<file path="src/rtl/rgb_pwm_gen.sv">
// Dual RGB LED PWM generator with period-boundary (shadowed) duty and select loading.
module rgb_pwm_gen #(
    parameter int unsigned CLK_DIV = 4,
    parameter int unsigned PWM_MAX = 254
) (
    input  logic        sys_clk,
    input  logic        rst,
    input  logic        enable,
    input  logic [31:0] rgb_disp,
    output logic [2:0]  led0_rgb,
    output logic [2:0]  led1_rgb,
    output logic        period_start
);

    localparam int unsigned PW         = (CLK_DIV > 1) ? $clog2(CLK_DIV) : 1;
    localparam logic [PW-1:0] PRESC_LAST = PW'(CLK_DIV - 1);
    localparam logic [7:0]    CNT_LAST   = 8'(PWM_MAX);

    logic [PW-1:0] presc;
    logic [7:0]    cnt;
    logic [31:0]   shadow;
    logic          tick_c;
    logic          wrap_c;
    logic [2:0]    pwm_c;

    // Tick and end-of-period detection; a divide ratio of 1 ticks every cycle.
    always_comb begin
        tick_c = (CLK_DIV == 1) ? 1'b1 : (presc == PRESC_LAST);
        wrap_c = tick_c && (cnt == CNT_LAST);
        pwm_c  = {(cnt < shadow[23:16]), (cnt < shadow[15:8]), (cnt < shadow[7:0])};
    end

    // Prescaler: cleared while disabled so re-enable starts a clean period.
    always_ff @(posedge sys_clk) begin
        if (rst || !enable) begin
            presc <= '0;
        end else if (tick_c) begin
            presc <= '0;
        end else begin
            presc <= presc + PW'(1);
        end
    end

    // PWM counter advances once per tick and wraps after the last value.
    always_ff @(posedge sys_clk) begin
        if (rst || !enable) begin
            cnt <= '0;
        end else if (tick_c) begin
            cnt <= (cnt == CNT_LAST) ? 8'd0 : cnt + 8'd1;
        end
    end

    // Shadow tracks the display word while idle, otherwise only at period wrap.
    always_ff @(posedge sys_clk) begin
        if (rst) begin
            shadow <= '0;
        end else if (!enable || wrap_c) begin
            shadow <= rgb_disp;
        end
    end

    // Registered compare and LED select decode, plus the period boundary pulse.
    always_ff @(posedge sys_clk) begin
        if (rst || !enable) begin
            led0_rgb     <= '0;
            led1_rgb     <= '0;
            period_start <= 1'b0;
        end else begin
            period_start <= wrap_c;
            case (shadow[31:24])
                8'h01: begin
                    led0_rgb <= pwm_c;
                    led1_rgb <= '0;
                end
                8'h02: begin
                    led0_rgb <= '0;
                    led1_rgb <= pwm_c;
                end
                default: begin
                    led0_rgb <= '0;
                    led1_rgb <= '0;
                end
            endcase
        end
    end

endmodule

</file>
<file path="config.mk">
export PLATFORM = sky130hd
export DESIGN_NAME = rgb_pwm_gen
export DESIGN_NICKNAME = d
export VERILOG_FILES = /design/src/rtl/rgb_pwm_gen.sv
export SDC_FILE = /design/constraint.sdc
export NUM_CORES = 1
export LEC_CHECK = 0
export BUFFER_PORTS_ARGS = -buffer_cell sky130_fd_sc_hd__buf_4
export CAP_MARGIN = 20
export CORE_ASPECT_RATIO = 0.9
export CORE_UTILIZATION = 55
export CTS_BUF_LIST = sky130_fd_sc_hd__clkbuf_4
export CTS_CLUSTER_DIAMETER = 40
export DETAILED_ROUTE_END_ITERATION = 6
export PLACE_DENSITY = 0.79
export SETUP_SLACK_MARGIN = 0.3
export SLEW_MARGIN = 20
export SYNTH_ARGS = -nofsm -noshare
export SYNTH_HDL_FRONTEND = slang
export SYNTH_SLANG_ARGS = --single-unit
</file>
<file path="constraint.sdc">
create_clock -name sys_clk -period 1.86 [get_ports sys_clk]
set_input_delay 0.186 -clock sys_clk [delete_from_list [all_inputs] [get_ports sys_clk]]
set_output_delay 0.186 -clock sys_clk [all_outputs]
set_load 0.05 [all_outputs]
</file>
==> metrics.txt, run 1 <==
slew margin rel.=72.4%; hold-critical path depth=3; vias in the first global route=1982; share of layout cells above drive strength 1=21.9%; kind of critical path=reg -> reg; Initial DRC Count=~130; CP Capture Type=flop; top cells by count, synth=nand2_1, dfxtp_1, a21oi_1; Synth top area share=42.8%; Max Freq=roughly 650 MHz; FF-to-FF Start=shadow[31]$_SDFFE_PP0P_; final count of hold timing violations=0; internal reg-to-reg setup slack=320 ps; setup violators final=0; H-tree levels=2; gr usage total=23.7%; clk_skew=10.5 ps; Async SR Flop Fraction=0%; routability cong.=0.782; DR vias=1962; top cells by area, synth=dfxtp_1, ha_1, nand2_1; Post-Synth Adder-Cell Area=13.1%; I/O Pins=42; Final Cell Area=roughly 2800 um2; register bit total from synthesis=just under 50; total congestion overflow=0; DP Worst Slack=205 ps; crit path from=shadow[31]$_SDFFE_PP0P_; placed inst area=around 2700 um2; Compound-Gate Fraction of Synth Area=12.9%; Worst EP arrival=1830 ps; clock buffer depth=2; dpl hpwl=3.49 mm; DRT Wirelength=4.82 mm; synthesized net count=340; Seq/Total Area, Yosys=42.8%; Final Slew Violations=0; cell count after synthesis=between 200 and 300; Starting Density=59.4%; setup ws final=around 320 ps; RSZ-0062 raised after global routing=true; YS warnings=0; n_diodes=0; XOR/XNOR Fraction of Synth Area=approximately 2.3%; Die Area=4430 um2; Placed Cells=around 360; Synth Area in Simple Gates=22.1%; number of buffers created by CTS=5; largest family of logic cells by synthesized area=simple AND/OR/NAND/NOR gates; crit path time final=1540 ps; final net count=383; largest area contributor in the netlist=dfxtp_1; Hold Path Class=in -> reg; Required @ worst endpoint=around 2200 ps; multi-input logic area=1210 um2; Max-cap violations=0; PD cells=652 nW/um2; initial antenna violation count=0; worst setup path end=led1_rgb[2]$_SDFF_PP0_; Die X-Extent=70.1 um; pin count of the biggest net entering global routing=39; register area=993 um2; number of synthesized flops with an enable pin=0; post-DR vias/cell=5.30; TritonRoute pass-1 iters=4; drt wl/cell=around 13 um; DRC viols=0; syn_area_per_cell=8.16 um2; Least-Margin Pin Slew=414 ps; status=complete, no violations; Worst-path clk slew=between 100 and 150 ps; Final period util=between 80% and 90%; maximum vdd drop=0.000452 V; Cell Rows=21; first-pass GRT wire length=8.44 mm; Antenna Nets Post-Route=0; Syn Std Cell Area=2290 um2; Die Span Y=63.3 um; core area=3860 um2; Pleak=~1.2 nW; CTS tree=yes; Post-CTS Hold Buffers=0; mux cell area share after synthesis=0%; Area Growth Syn to Fin=21.5%; clk_lat worst skew=360 ps; R2R depth=4; most frequent cell after synthesis=nand2_1; number of buffers added on ports=41; Num Clock Sinks=a little under 50; setup TNS=0 ps; fill count=319; nature of the critical path startpoint=flop; fin cells=370; predominant post-synthesis flop cell=dfxtp_1; Synth cell types=28; CP max FO=3; Worst R2R End=led1_rgb[2]$_SDFF_PP0_; Root Buffer=clkbuf_4
repair_timing:
item | 4_1_cts | 5_1_grt
cloned | 0 | 0
gates resized for setup | 4 | 18
pin swaps | 0 | 4
setup buffers | 0 | 1
endpoints found under the setup margin | 36 | 38
worst min-delay path by stage:
| stage | start | end | slack (ps) |
|---|---|---|---|
| 6_report | rgb_disp[10] | shadow[10]$_SDFFE_PP0P_ | 60 |
| 3_3_place_gp | presc[0]$_SDFF_PP0_ | presc[0]$_SDFF_PP0_ | 410 |
| 3_5_place_dp | presc[0]$_SDFF_PP0_ | presc[0]$_SDFF_PP0_ | 440 |
| 4_1_cts | rgb_disp[10] | shadow[10]$_SDFFE_PP0P_ | 50 |
| 2_1_floorplan | rgb_disp[0] | shadow[0]$_SDFFE_PP0P_ | 330 |
| 5_1_grt | rgb_disp[6] | shadow[6]$_SDFFE_PP0P_ | 50 |
routing by layer:
| layer | vias to the layer above | wire, um | track usage (%) |
|---|---|---|---|
| met2 | 46 | 2260 | 40.3 |
| li1 | 1016 | - | - |
| met5 | - | 0 | 0 |
| met1 | 893 | 2260 | 30.1 |
| met3 | 7 | 257 | 4.48 |
| met4 | 0 | 44 | 8.00 |
flip-flops by register name, indices dropped and copies added, names as in the netlist:
name          flops
led1_rgb          3
period_start      1
shadow           32
presc             2
cnt               8
led0_rgb          3
cell families (layout without fill, tap and decap cells):
| kind of cell | after synthesis | after routing |
|---|---|---|
| and+or+nand+nor | 110 | 110 |
| AOI/OAI and AO/OA | 53 | 53 |
| DFF | 49 | 49 |
| buffers and inverters | 39 | 82 |
| adders and majority gates | 24 | 24 |
| xor gates and xnor gates | 6 | 6 |
through the flow:
stage	total power [W]	hold slack (ps)	util, %
after floorplan	0.00127	326	-
after global placement	0.00135	415	68.7
after detailed placement	0.00136	440	68.7
after CTS	0.00182	52.9	70.2
after global routing	0.00191	49.3	72.2
final	0.00182	58.8	72.2
layout by cell type (no fill, tap or decap), types with 2 or more instances in the layout:
cell type	netlist	layout
o21ai_0	6	5
nand3b_1	3	3
dfxtp_1	49	43
nor4_1	2	2
nor3_1	13	10
a21oi_1	35	35
dfxtp_2	0	4
clkbuf_4	0	6
nor3_2	0	3
buf_4	2	46
nor3b_1	3	2
nand4_1	5	5
dfxtp_4	0	2
nor2_1	5	5
xnor2_1	3	3
a21o_1	4	4
nand2_1	70	70
xor2_1	3	3
a221oi_2	0	2
nand3_1	4	4
ha_1	24	23
o21a_1	3	3
inv_1	27	27
where the power goes:
part           switching [W]  internal, W
Combinational       0.000119     0.000119
Clock               0.000318     0.000153
Sequential         0.0000220      0.00109
Total               0.000459      0.00136
critical path, cell delays in order (launching register included):
cell	delay [ps]
dfxtp_1	330
or4_4	550
nor4_4	160
nand3b_1	210
nor3b_1	220
final cells by class:
class	instances	area share, %
clock inverter	1	0.135
tap	46	2.06
sequential	49	35.6
inverter	27	3.64
multi-input combinational	193	43.4
clock buffer	6	1.62
timing repair buffer	48	13.5
(Power assumes the default switching activity.)
==> run 2: changes to the inputs <==
- ABC_AREA: not set -> 1
- PLACE_DENSITY: 0.79 -> 0.78
- clock period: 1.86 -> 1.47 ns (I/O delays scaled with it)
==> metrics.txt, run 2 <==
status=finished with violations (was complete, no violations); failing checks=DRC, setup timing; Num Clock Sinks=49 (unchanged); largest area contributor in the netlist=dfxtp_1 (unchanged); nature of the critical path startpoint=flop (unchanged); Required @ worst endpoint=1780 ps (was 2150 ps); RSZ-0062 raised after global routing=true (unchanged); clk_lat worst skew=400 ps (was 360 ps); Starting Density=58.2% (was 59.4%); clock buffer depth=2 (unchanged); Root Buffer=clkbuf_4 (unchanged); syn_area_per_cell=7.26 um2 (was 8.16 um2); DRC viols=5 (was 0); total congestion overflow=0 (unchanged); Die Span Y=67.6 um (was 63.3 um); top cells by count, synth=nand2_1, nor2_1, dfxtp_1 (was nand2_1, dfxtp_1, a21oi_1); DP Worst Slack=55.3 ps (was 205 ps); gr usage total=35.0% (was 23.7%); CP Capture Type=flop (unchanged); kind of critical path=reg -> reg (unchanged); top cells by area, synth=dfxtp_1, nand2_1, ha_1 (was dfxtp_1, ha_1, nand2_1); setup violators final=1 (was 0); PD cells=683 nW/um2 (was 652 nW/um2); Antenna Nets Post-Route=0 (unchanged); final net count=511 (was 383); most frequent cell after synthesis=nand2_1 (unchanged); Final period util=101% (was 82.9%); crit path time final=1490 ps (was 1540 ps); most frequent cells in the layout=nand2_1, buf_4, nor2_1, dfxtp_1, inv_1 (was nand2_1, buf_4, dfxtp_1, a21oi_1, inv_1); register bit total from synthesis=49 (unchanged); Final Slew Violations=0 (unchanged); clk_skew=7.86 ps (was 10.5 ps); Worst-path clk slew=150 ps (was 130 ps); number of buffers added on ports=41 (unchanged); H-tree levels=2 (unchanged); Least-Margin Pin Slew=315 ps (was 414 ps); initial antenna violation count=0 (unchanged); Initial DRC Count=360 (was 131); setup ws final=-15.8 ps (was 318 ps); Max-cap violations=0 (unchanged); Pleak=1.83 nW (was 1.20 nW); CP max FO=9 (was 3); Synth cell types=24 (was 28); number of buffers created by CTS=5 (unchanged); Die X-Extent=74.9 um (was 70.1 um); predominant post-synthesis flop cell=dfxtp_1 (unchanged); Worst EP arrival=1790 ps (was 1830 ps); Biggest register=shadow (unchanged); Hold Path Class=in -> reg (unchanged); Async SR Flop Fraction=0% (unchanged); n_diodes=0 (unchanged); total power=0.00273 W (was 0.00182 W); pin count of the biggest net entering global routing=19 (was 39); YS warnings=0 (unchanged); DRT Wirelength=10.1 mm (was 4.82 mm); TritonRoute pass-1 iters=7 (was 4); DR vias=3058 (was 1962); number of synthesized flops with an enable pin=0 (unchanged); share of layout cells above drive strength 1=38.1% (was 21.9%); Max Freq=673 MHz (was 649 MHz); Seq/Total Area, Yosys=37.3% (was 42.8%); dpl hpwl=3.97 mm (was 3.49 mm); drt wl/cell=19.7 um (was 13.0 um); Synth top area share=37.3% (was 42.8%); maximum vdd drop=0.000616 V (was 0.000452 V); commonest non-fill, non-tap cell in the layout=nand2_1 (unchanged); Regs by FF count=shadow: 32 flops, cnt: 8 flops (unchanged); Hold WS=9.34 ps (was 58.8 ps); synthesized net count=421 (was 340); slew margin rel.=78.9% (was 72.4%); first-pass GRT wire length=12.8 mm (was 8.44 mm); Die Area=5060 um2 (was 4430 um2); Syn Std Cell Area=2630 um2 (was 2290 um2); cell count after synthesis=362 (was 281); Cell Rows=23 (was 21); post-DR vias/cell=5.95 (was 5.30); Area Growth Syn to Fin=52.3% (was 21.5%); final count of hold timing violations=0 (unchanged); CTS tree=yes (unchanged); I/O Pins=42 (unchanged); number of flip-flops in the largest register=32 (unchanged); core area=4520 um2 (was 3860 um2); fill count=209 (was 319); routability cong.=0.889 (was 0.782); vias in the first global route=2748 (was 1982)
run 2: cell types whose count changed after synthesis, sizes merged, moves of 8 or more:
cell	previous run	this run
nand3	4	30
nor3	13	5
nor2	5	89
inv	27	43
nand2	70	84
a21oi	35	6
run 2: metrics by stage:
stage / area (um2) / utilization, % / cells / setup TNS (ps)
2_1_floorplan: 2630 / - / 362 / 0
4_1_cts: 3810 / 84.4 / 506 / 0
3_5_place_dp: 3030 / 67.1 / 465 / 0
5_1_grt: 4000 / 88.6 / 514 / -399
6_report: 4000 / 88.6 / 514 / -15.8
3_3_place_gp: 3030 / 67.1 / 465 / 0
run 2: area by class of cell:
cell class | count | area [um2] | area share [%]
multi-input cells | 256 | 1810 | 45.3
flip-flops and latches | 49 | 996 | 24.9
repair buffers | 96 | 895 | 22.4
inverters | 44 | 173 | 4.31
well taps | 62 | 77.6 | 1.94
clock buffers | 5 | 37.5 | 0.938
clock inverters | 2 | 11.3 | 0.281
run 2: timing repair:
item / 4_1_cts / 5_1_grt
resized for setup: 71 / 32
endpoints found under the hold margin: 25 / 5
pin swaps: 27 / 16
hold buffers: 25 / 5
buffers inserted: 7 / 3
endpoints found under the setup margin: 47 / 47
gates cloned: 2 / 0
run 2: report_power, final:
part / switching, W / internal, W / total [W]
combinational: 0.000359 / 0.000311 / 0.000669
clock: 0.000473 / 0.000173 / 0.000645
sequential: 0.0000293 / 0.00139 / 0.00142
run 2: layer usage:
layer	global-route usage [%]	wire length [um]	vias to the layer above
met5	0	0	-
met4	20.3	858	0
met3	9.40	988	112
met2	61.3	4840	267
met1	37.9	3430	1379
li1	-	-	1300
run 2: cells by family (layout without fill, tap and decap cells):
group | count (synthesis) | in the layout | share of synthesized area, %
adders and majority gates | 24 | 24 | 11.4
and+or+nand+nor | 219 | 219 | 38.2
xor gates and xnor gates | 4 | 4 | 1.33
DFF | 49 | 49 | 37.3
AOI/OAI and AO/OA | 9 | 9 | 1.81
buffers and inverters | 57 | 147 | 9.90
run 2: path summary, 6_finish.rpt:
kind | depth (start not counted) | slack (ps) | endpoint | from
hold / removal | 3 | 9 | shadow[31]$_SDFFE_PP0P_ | rgb_disp[31]
setup / recovery | 10 | -20 | shadow[4]$_SDFFE_PP0P_ | cnt[0]$_SDFFE_PP0N_
hold reg to reg | 1 | 500 | presc[0]$_SDFF_PP0_ | presc[0]$_SDFF_PP0_
setup reg to reg | 10 | -20 | shadow[4]$_SDFFE_PP0P_ | cnt[0]$_SDFFE_PP0N_
run 2: worst max-delay path, cell delays in order (launching register included):
cell     delay [ps]
dfxtp_2         350
inv_2            70
ha_4            140
nand2_4          50
nor2_4          140
nand3_4         110
nand2_4         110
inv_8            70
buf_12          150
nor2_2          130
nor2_1           80
